`src/rtl/qracc_csr_regfile.sv`:
```
// QRAcc CSR register file: bus-facing shadow CSRs, trigger/clear pulse generation
// and the atomically latched active layer configuration for qracc_controller.
package qracc_pkg;

   typedef struct packed {
      logic [31:0] data_in;
      logic [31:0] addr;
      logic        wen;
      logic        valid;
   } bus_req_t;

   typedef struct packed {
      logic        ready;
      logic [31:0] data_out;
      logic        rd_data_valid;
   } bus_resp_t;

   typedef enum logic [2:0] {
      TRIGGER_IDLE            = 3'd0,
      TRIGGER_COMPUTE_ANALOG  = 3'd1,
      TRIGGER_COMPUTE_DIGITAL = 3'd2,
      TRIGGER_LOAD_ACTIVATION = 3'd3,
      TRIGGER_READ_OUTPUT     = 3'd4,
      TRIGGER_LOAD_WEIGHTS    = 3'd5,
      TRIGGER_RSVD6           = 3'd6,
      TRIGGER_RSVD7           = 3'd7
   } qracc_trigger_t;

   typedef struct packed {
      logic        binary_cfg;              // CSR1[0]
      logic        unsigned_acts;           // CSR1[1]
      logic [3:0]  adc_ref_range_shifts;    // CSR1[7:4]
      logic [3:0]  filter_size_y;           // CSR1[11:8]
      logic [3:0]  filter_size_x;           // CSR1[15:12]
      logic [3:0]  stride_x;                // CSR1[19:16]
      logic [3:0]  stride_y;                // CSR1[23:20]
      logic [3:0]  n_input_bits_cfg;        // CSR1[27:24]
      logic [3:0]  n_output_bits_cfg;       // CSR1[31:28]
      logic [15:0] input_fmap_dimx;         // CSR2[15:0]
      logic [15:0] input_fmap_dimy;         // CSR2[31:16]
      logic [15:0] output_fmap_dimx;        // CSR3[15:0]
      logic [15:0] output_fmap_dimy;        // CSR3[31:16]
      logic [15:0] num_input_channels;      // CSR4[15:0]
      logic [15:0] num_output_channels;     // CSR4[31:16]
      logic [15:0] mapped_matrix_offset_x;  // CSR5[15:0]
      logic [15:0] mapped_matrix_offset_y;  // CSR5[31:16]
      logic [3:0]  padding;                 // CSR6[3:0]
      logic [7:0]  padding_value;           // CSR6[11:4]
      logic        preserve_ifmap;          // CSR0[12]
   } qracc_config_t;

endpackage

module qracc_csr_regfile
   import qracc_pkg::*;
#(
   parameter logic [31:0] CSR_BASE_ADDR = 32'h0000_0000,
   parameter int unsigned NUM_CSRS      = 7
) (
   input  logic           clk,
   input  logic           nrst,
   input  bus_req_t       bus_req_i,
   output bus_resp_t      bus_resp_o,
   output qracc_config_t  cfg_o,
   output qracc_trigger_t trigger_o,
   output logic           clear_o,
   output logic           inst_write_mode_o,
   input  logic           busy_i,
   input  logic [3:0]     ctrl_state_i
);

   localparam logic [31:0] CSR1_RESET = 32'h8811_1100;

   logic           ready_q;
   logic           rd_valid_q;
   logic [31:0]    rd_data_q;
   logic [31:0]    shadow_q [1:6];
   logic           inst_write_mode_q;
   logic           preserve_ifmap_q;
   logic           trig_dropped_q;
   logic           clear_q;
   qracc_trigger_t trigger_q;
   qracc_config_t  cfg_q;

   logic           hit;
   logic           idx_ok;
   logic [2:0]     idx;
   logic           acc;
   logic           wr;
   logic           rd;
   logic           csr0_wr;
   logic [31:0]    wdata;
   logic [31:0]    csr0_view;
   logic [31:0]    rd_mux;
   logic [31:0]    wmask;
   qracc_config_t  cfg_next;
   logic           unused_addr_lsbs;

   assign hit     = (bus_req_i.addr[31:5] == CSR_BASE_ADDR[31:5]);
   assign idx     = bus_req_i.addr[4:2];
   assign idx_ok  = hit && (32'(idx) < NUM_CSRS);
   assign acc     = bus_req_i.valid && ready_q;
   assign wr      = acc && bus_req_i.wen && idx_ok;
   assign rd      = acc && !bus_req_i.wen;
   assign csr0_wr = wr && (idx == 3'd0);
   assign wdata   = bus_req_i.data_in;
   assign unused_addr_lsbs = ^bus_req_i.addr[1:0];

   assign csr0_view = {19'b0, preserve_ifmap_q, ctrl_state_i, trig_dropped_q,
                       1'b0, inst_write_mode_q, busy_i, 4'b0};

   always_comb begin
      rd_mux = '0;
      if (idx_ok) begin
         case (idx)
            3'd0:    rd_mux = csr0_view;
            3'd1:    rd_mux = shadow_q[1];
            3'd2:    rd_mux = shadow_q[2];
            3'd3:    rd_mux = shadow_q[3];
            3'd4:    rd_mux = shadow_q[4];
            3'd5:    rd_mux = shadow_q[5];
            3'd6:    rd_mux = shadow_q[6];
            default: rd_mux = '0;
         endcase
      end
   end

   always_comb begin
      case (idx)
         3'd1:    wmask = 32'hFFFF_FFF3;
         3'd6:    wmask = 32'h0000_0FFF;
         default: wmask = '1;
      endcase
   end

   // Snapshot taken at trigger acceptance; preserve_ifmap comes from the triggering write itself.
   always_comb begin
      cfg_next                        = '0;
      cfg_next.binary_cfg             = shadow_q[1][0];
      cfg_next.unsigned_acts          = shadow_q[1][1];
      cfg_next.adc_ref_range_shifts   = shadow_q[1][7:4];
      cfg_next.filter_size_y          = shadow_q[1][11:8];
      cfg_next.filter_size_x          = shadow_q[1][15:12];
      cfg_next.stride_x               = shadow_q[1][19:16];
      cfg_next.stride_y               = shadow_q[1][23:20];
      cfg_next.n_input_bits_cfg       = shadow_q[1][27:24];
      cfg_next.n_output_bits_cfg      = shadow_q[1][31:28];
      cfg_next.input_fmap_dimx        = shadow_q[2][15:0];
      cfg_next.input_fmap_dimy        = shadow_q[2][31:16];
      cfg_next.output_fmap_dimx       = shadow_q[3][15:0];
      cfg_next.output_fmap_dimy       = shadow_q[3][31:16];
      cfg_next.num_input_channels     = shadow_q[4][15:0];
      cfg_next.num_output_channels    = shadow_q[4][31:16];
      cfg_next.mapped_matrix_offset_x = shadow_q[5][15:0];
      cfg_next.mapped_matrix_offset_y = shadow_q[5][31:16];
      cfg_next.padding                = shadow_q[6][3:0];
      cfg_next.padding_value          = shadow_q[6][11:4];
      cfg_next.preserve_ifmap         = wdata[12];
   end

   always_ff @(posedge clk or negedge nrst) begin
      if (!nrst) begin
         ready_q           <= 1'b0;
         rd_valid_q        <= 1'b0;
         rd_data_q         <= '0;
         for (int unsigned i = 1; i <= 6; i++)
            shadow_q[i] <= (i == 1) ? CSR1_RESET : '0;
         inst_write_mode_q <= 1'b0;
         preserve_ifmap_q  <= 1'b0;
         trig_dropped_q    <= 1'b0;
         clear_q           <= 1'b0;
         trigger_q         <= TRIGGER_IDLE;
         cfg_q             <= '0;
         cfg_q.stride_x          <= 4'd1;
         cfg_q.stride_y          <= 4'd1;
         cfg_q.filter_size_x     <= 4'd1;
         cfg_q.filter_size_y     <= 4'd1;
         cfg_q.n_input_bits_cfg  <= 4'd8;
         cfg_q.n_output_bits_cfg <= 4'd8;
      end else begin
         ready_q    <= 1'b1;
         rd_valid_q <= rd;
         if (rd)
            rd_data_q <= rd_mux;
         trigger_q <= TRIGGER_IDLE;
         clear_q   <= 1'b0;
         for (int unsigned i = 1; i <= 6; i++)
            if (wr && (idx == 3'(i)))
               shadow_q[i] <= wdata & wmask;
         if (csr0_wr) begin
            inst_write_mode_q <= wdata[5];
            preserve_ifmap_q  <= wdata[12];
            if (wdata[3]) begin
               clear_q        <= 1'b1;
               trig_dropped_q <= 1'b0;
            end else if (wdata[2:0] != 3'd0) begin
               if (busy_i) begin
                  trig_dropped_q <= 1'b1;
               end else begin
                  trigger_q <= qracc_trigger_t'(wdata[2:0]);
                  cfg_q     <= cfg_next;
               end
            end
         end
      end
   end

   always_comb begin
      bus_resp_o               = '0;
      bus_resp_o.ready         = ready_q;
      bus_resp_o.data_out      = rd_data_q;
      bus_resp_o.rd_data_valid = rd_valid_q;
   end

   assign cfg_o             = cfg_q;
   assign trigger_o         = trigger_q;
   assign clear_o           = clear_q;
   assign inst_write_mode_o = inst_write_mode_q;

endmodule

```
`config.mk`:
```
export PLATFORM = sky130hd
export DESIGN_NAME = qracc_csr_regfile
export DESIGN_NICKNAME = d
export VERILOG_FILES = /design/src/rtl/qracc_csr_regfile.sv
export SDC_FILE = /design/constraint.sdc
export NUM_CORES = 1
export LEC_CHECK = 0
export CORE_UTILIZATION = 35
export DETAILED_ROUTE_END_ITERATION = 8
export SLEW_MARGIN = 10
export SYNTH_ARGS = -nofsm -noshare
export SYNTH_HDL_FRONTEND = slang
export SYNTH_SLANG_ARGS = --single-unit
```
`constraint.sdc`:
```
create_clock -name clk -period 4.7 [get_ports clk]
set_clock_uncertainty 0.2 [all_clocks]
set_input_delay 0.47 -clock clk [delete_from_list [all_inputs] [get_ports clk]]
set_output_delay 0.47 -clock clk [all_outputs]
set_load 0.01 [all_outputs]
```
==> out/qor.csv <==
stage,metric,value,unit
cts,cts_tree,yes,
global_route,grt_first_pass_wirelength,70190,microns
cts,clk_pin_slew,60,ps
cts,clock_sinks,404,
floorplan,io_pins,283,
min_path,hold_class,flop to flop,
timing,max_freq,332.4,MHz
finish,layout-drive-gt1-share,0.2732,
placement,dpl_cell_area,20070,sq um
timing,hold_viol_final,0,
synth,synth_compound_area_frac,0.05817,
placement,gp_congestion,0.7449,
drt,antenna_left,0,
floorplan,die_area,47820,sq um
critical_path,r2r-start,ready_q,
synth,ys_ff_latch,404,
critical_path,start_kind,input pin,
synth,syn-num-nets,1172,
global_route,grt_pass1_vias,10920,
pwr,ir_worst_vdd,0.2163,mV
synth,synthMuxAreaShare,0.2401,
finish,final_cell_mix,"392 x dfrtp_1, 278 x clkdlybuf4s50_1, 256 x mux2_2",
pwr,power.density,334.8,nW/um^2
timing,period_minus_slack,3009,ps
drt,vias,10470,
synth,synth_area_per_cell,14.95,sq um
synth,synthArstFlopShare,1.000,
floorplan,coreArea,46460,sq um
cts,insertion_delay,560,ps
timing,slew_headroom,0.3826,
timing,finalCritPeriodShare,0.6401,
critical_path,critical_path_required,4950,ps
finish,regArea,10120,sq um
synth,synthAdderAreaFrac,0,
finish,final_common_cell,dfrtp_1,
cts,cts_root_buf,clkbuf_16,
critical_path,worstSetupPathType,input pin to flop,
timing,tightest_slew,926.2,ps
min_path,hold_end,cfg_o[143],
critical_path,r2r_end,cfg_o[22],
synth,synth_top_family_by_area,multiplexers,
critical_path,crit_arrival,3260,ps
timing,slew_violations,0,
cts,h-tree-depth,2,
finish,fill_cells,4205,
placement,port_buffers,280,
synth,synth_area,16430,sq um
drt,via_per_inst,5.157,
global_route,grt.total_usage,0.1960,
floorplan,die_w,218.7,microns
drt,first_iter_violations,603,
global_route,grt_max_degree,120,
synth,yosys.area_share.simple,0.06266,
timing,rsz0062_at_grt,false,
global_route,grt.overflow.total,0,
floorplan,start_util,0.3537,
synth,ys_types,41,
synth,synth_xor_area_frac,0,
synth,seq_area_frac_synth,0.6161,
cts,cts_resized,0,
finish,syn_to_final_growth,31.12,%
pwr,cellLeakagePower,10.33,nW
synth,synthCells,1099,
critical_path,r2r_cells,6,
cts,cts_buffers,45,
timing,tns,0,ps
min_path,hold_path_depth,1,
global_route,antenna_found_initial,0,
placement,dp_hpwl,28150,microns
synth,ys_warn_count,0,
drt,post_drt_wl_per_cell,22.69,microns
critical_path,ff2ff_setup_slack,1810,ps
outcome,status,finished clean,
critical_path,worst-path-max-fanout,112,
drt,wl,46090,microns
run,maxCapViolCount,0,
timing,setup_violations,0,
finish,nets,1463,
finish,multiInputGateArea,6021,sq um
cts,clock_path_buffers,3,
floorplan,placement_rows,79,
finish,design_area,21550,sq um
synth,synth_edf_count,0,
finish,antenna_cells,0,
drt,drc,0,
synth,ys.flop_type,dfrtp_1,
floorplan,fp.dieH,218.7,microns
drt,first_pass_iters,4,
critical_path,end_kind,flop,
min_path,min_from,cfg_o[143],
worst max-delay path, cell delays in order:
cell and delay (ps):
clkdlybuf4s50_1 420, or3_1 530, or3_1 470, nor4_4 300
buf_12 540, mux2_2 410
cell type report:
class,instances,share of cell area
Sequential cell,404,0.4699
Multi-Input combinational cell,616,0.2794
Timing Repair Buffer,318,0.1463
Clock buffer,74,0.06341
Tap cell,607,0.03525
Clock inverter,7,0.004820
Inverter,5,0.0008710
per-layer routing:
metal	vias up	wire, microns	global-route usage	share of wire
li1	4652	-	-	-
met1	5484	20930	0.2717	0.45
met2	259	21760	0.3096	0.47
met3	79	2350	0.03814	0.051
met4	0	1049	0.05972	0.023
met5	-	0	0	0
cell usage after synthesis (all sizes together) (5+ instances only):
| master | instances | share of area |
|---|---|---|
| nor2b | 46 | 0.018 |
| clkbuf | 36 | 0.0082 |
| nand3 | 27 | 0.0082 |
| mux2i | 5 | 0.0030 |
| a22oi | 77 | 0.035 |
| mux2 | 346 | 0.24 |
| nor4 | 12 | 0.0055 |
| inv | 5 | 0.0011 |
| and4b | 9 | 0.0055 |
| buf | 38 | 0.013 |
| nor4b | 11 | 0.0081 |
| nor4bb | 10 | 0.0061 |
| a22o | 32 | 0.017 |
| dfstp | 12 | 0.019 |
| dfrtp | 392 | 0.60 |
power breakdown:
group | total (mW) | switching [mW] | internal [mW]
logic | 0.253 | 0.170 | 0.0830
registers | 3.48 | 0.000383 | 3.48
clock network | 3.48 | 1.39 | 2.09
stage by stage:
step           power, mW  instances  setup WS (ps)  hold WS (ps)  utilization
2_1_floorplan      3.604       1099           2090        -25.59            -
3_3_place_gp       3.799       1949           1143         269.9       0.4319
3_5_place_dp       3.801       1949           1126         276.1       0.4319
4_1_cts            7.327       2031           1729         289.6       0.4638
5_1_grt            7.481       2031           1596         307.8       0.4638
6_report           7.215       2031           1691         283.4       0.4638
cells by family (layout without fill, tap and decap cells):
kind of cell           Yosys count  count (layout)
and+or+nand+nor                142             142
other                            1               1
DFF                            404             404
muxes                          351             351
AOI/OAI and AO/OA              122             122
buffers and inverters           79             404
worst max-delay path by stage:
| stage | start | end | slack [ps] |
|---|---|---|---|
| 3_3_place_gp | bus_req_i[5] | cfg_o[54] | 1140 |
| 3_5_place_dp | bus_req_i[5] | cfg_o[22] | 1130 |
| 2_1_floorplan | bus_req_i[22] | cfg_o[100] | 2090 |
| 4_1_cts | bus_req_i[5] | cfg_o[25] | 1730 |
| 6_report | bus_req_i[5] | cfg_o[22] | 1690 |
| 5_1_grt | bus_req_i[5] | cfg_o[27] | 1600 |
sequential cells by signal, summed over array words and instances (netlist names):
signal / flops
rd_valid_q: 1
ready_q: 1
rd_data_q: 32
trig_dropped_q: 1
trigger_o: 3
clear_o: 1
preserve_ifmap_q: 1
shadow_q: 22
cfg_next: 170
cfg_o: 171
inst_write_mode_o: 1
repair_timing:
action                                  in CTS  in global routing
endpoints found under the setup margin       0                  0
hold endpoints to repair                   106                  0
setup buffers                                0                  0
hold buffers                                 1                  0
Note: power is estimated with default switching activity, not from simulation.
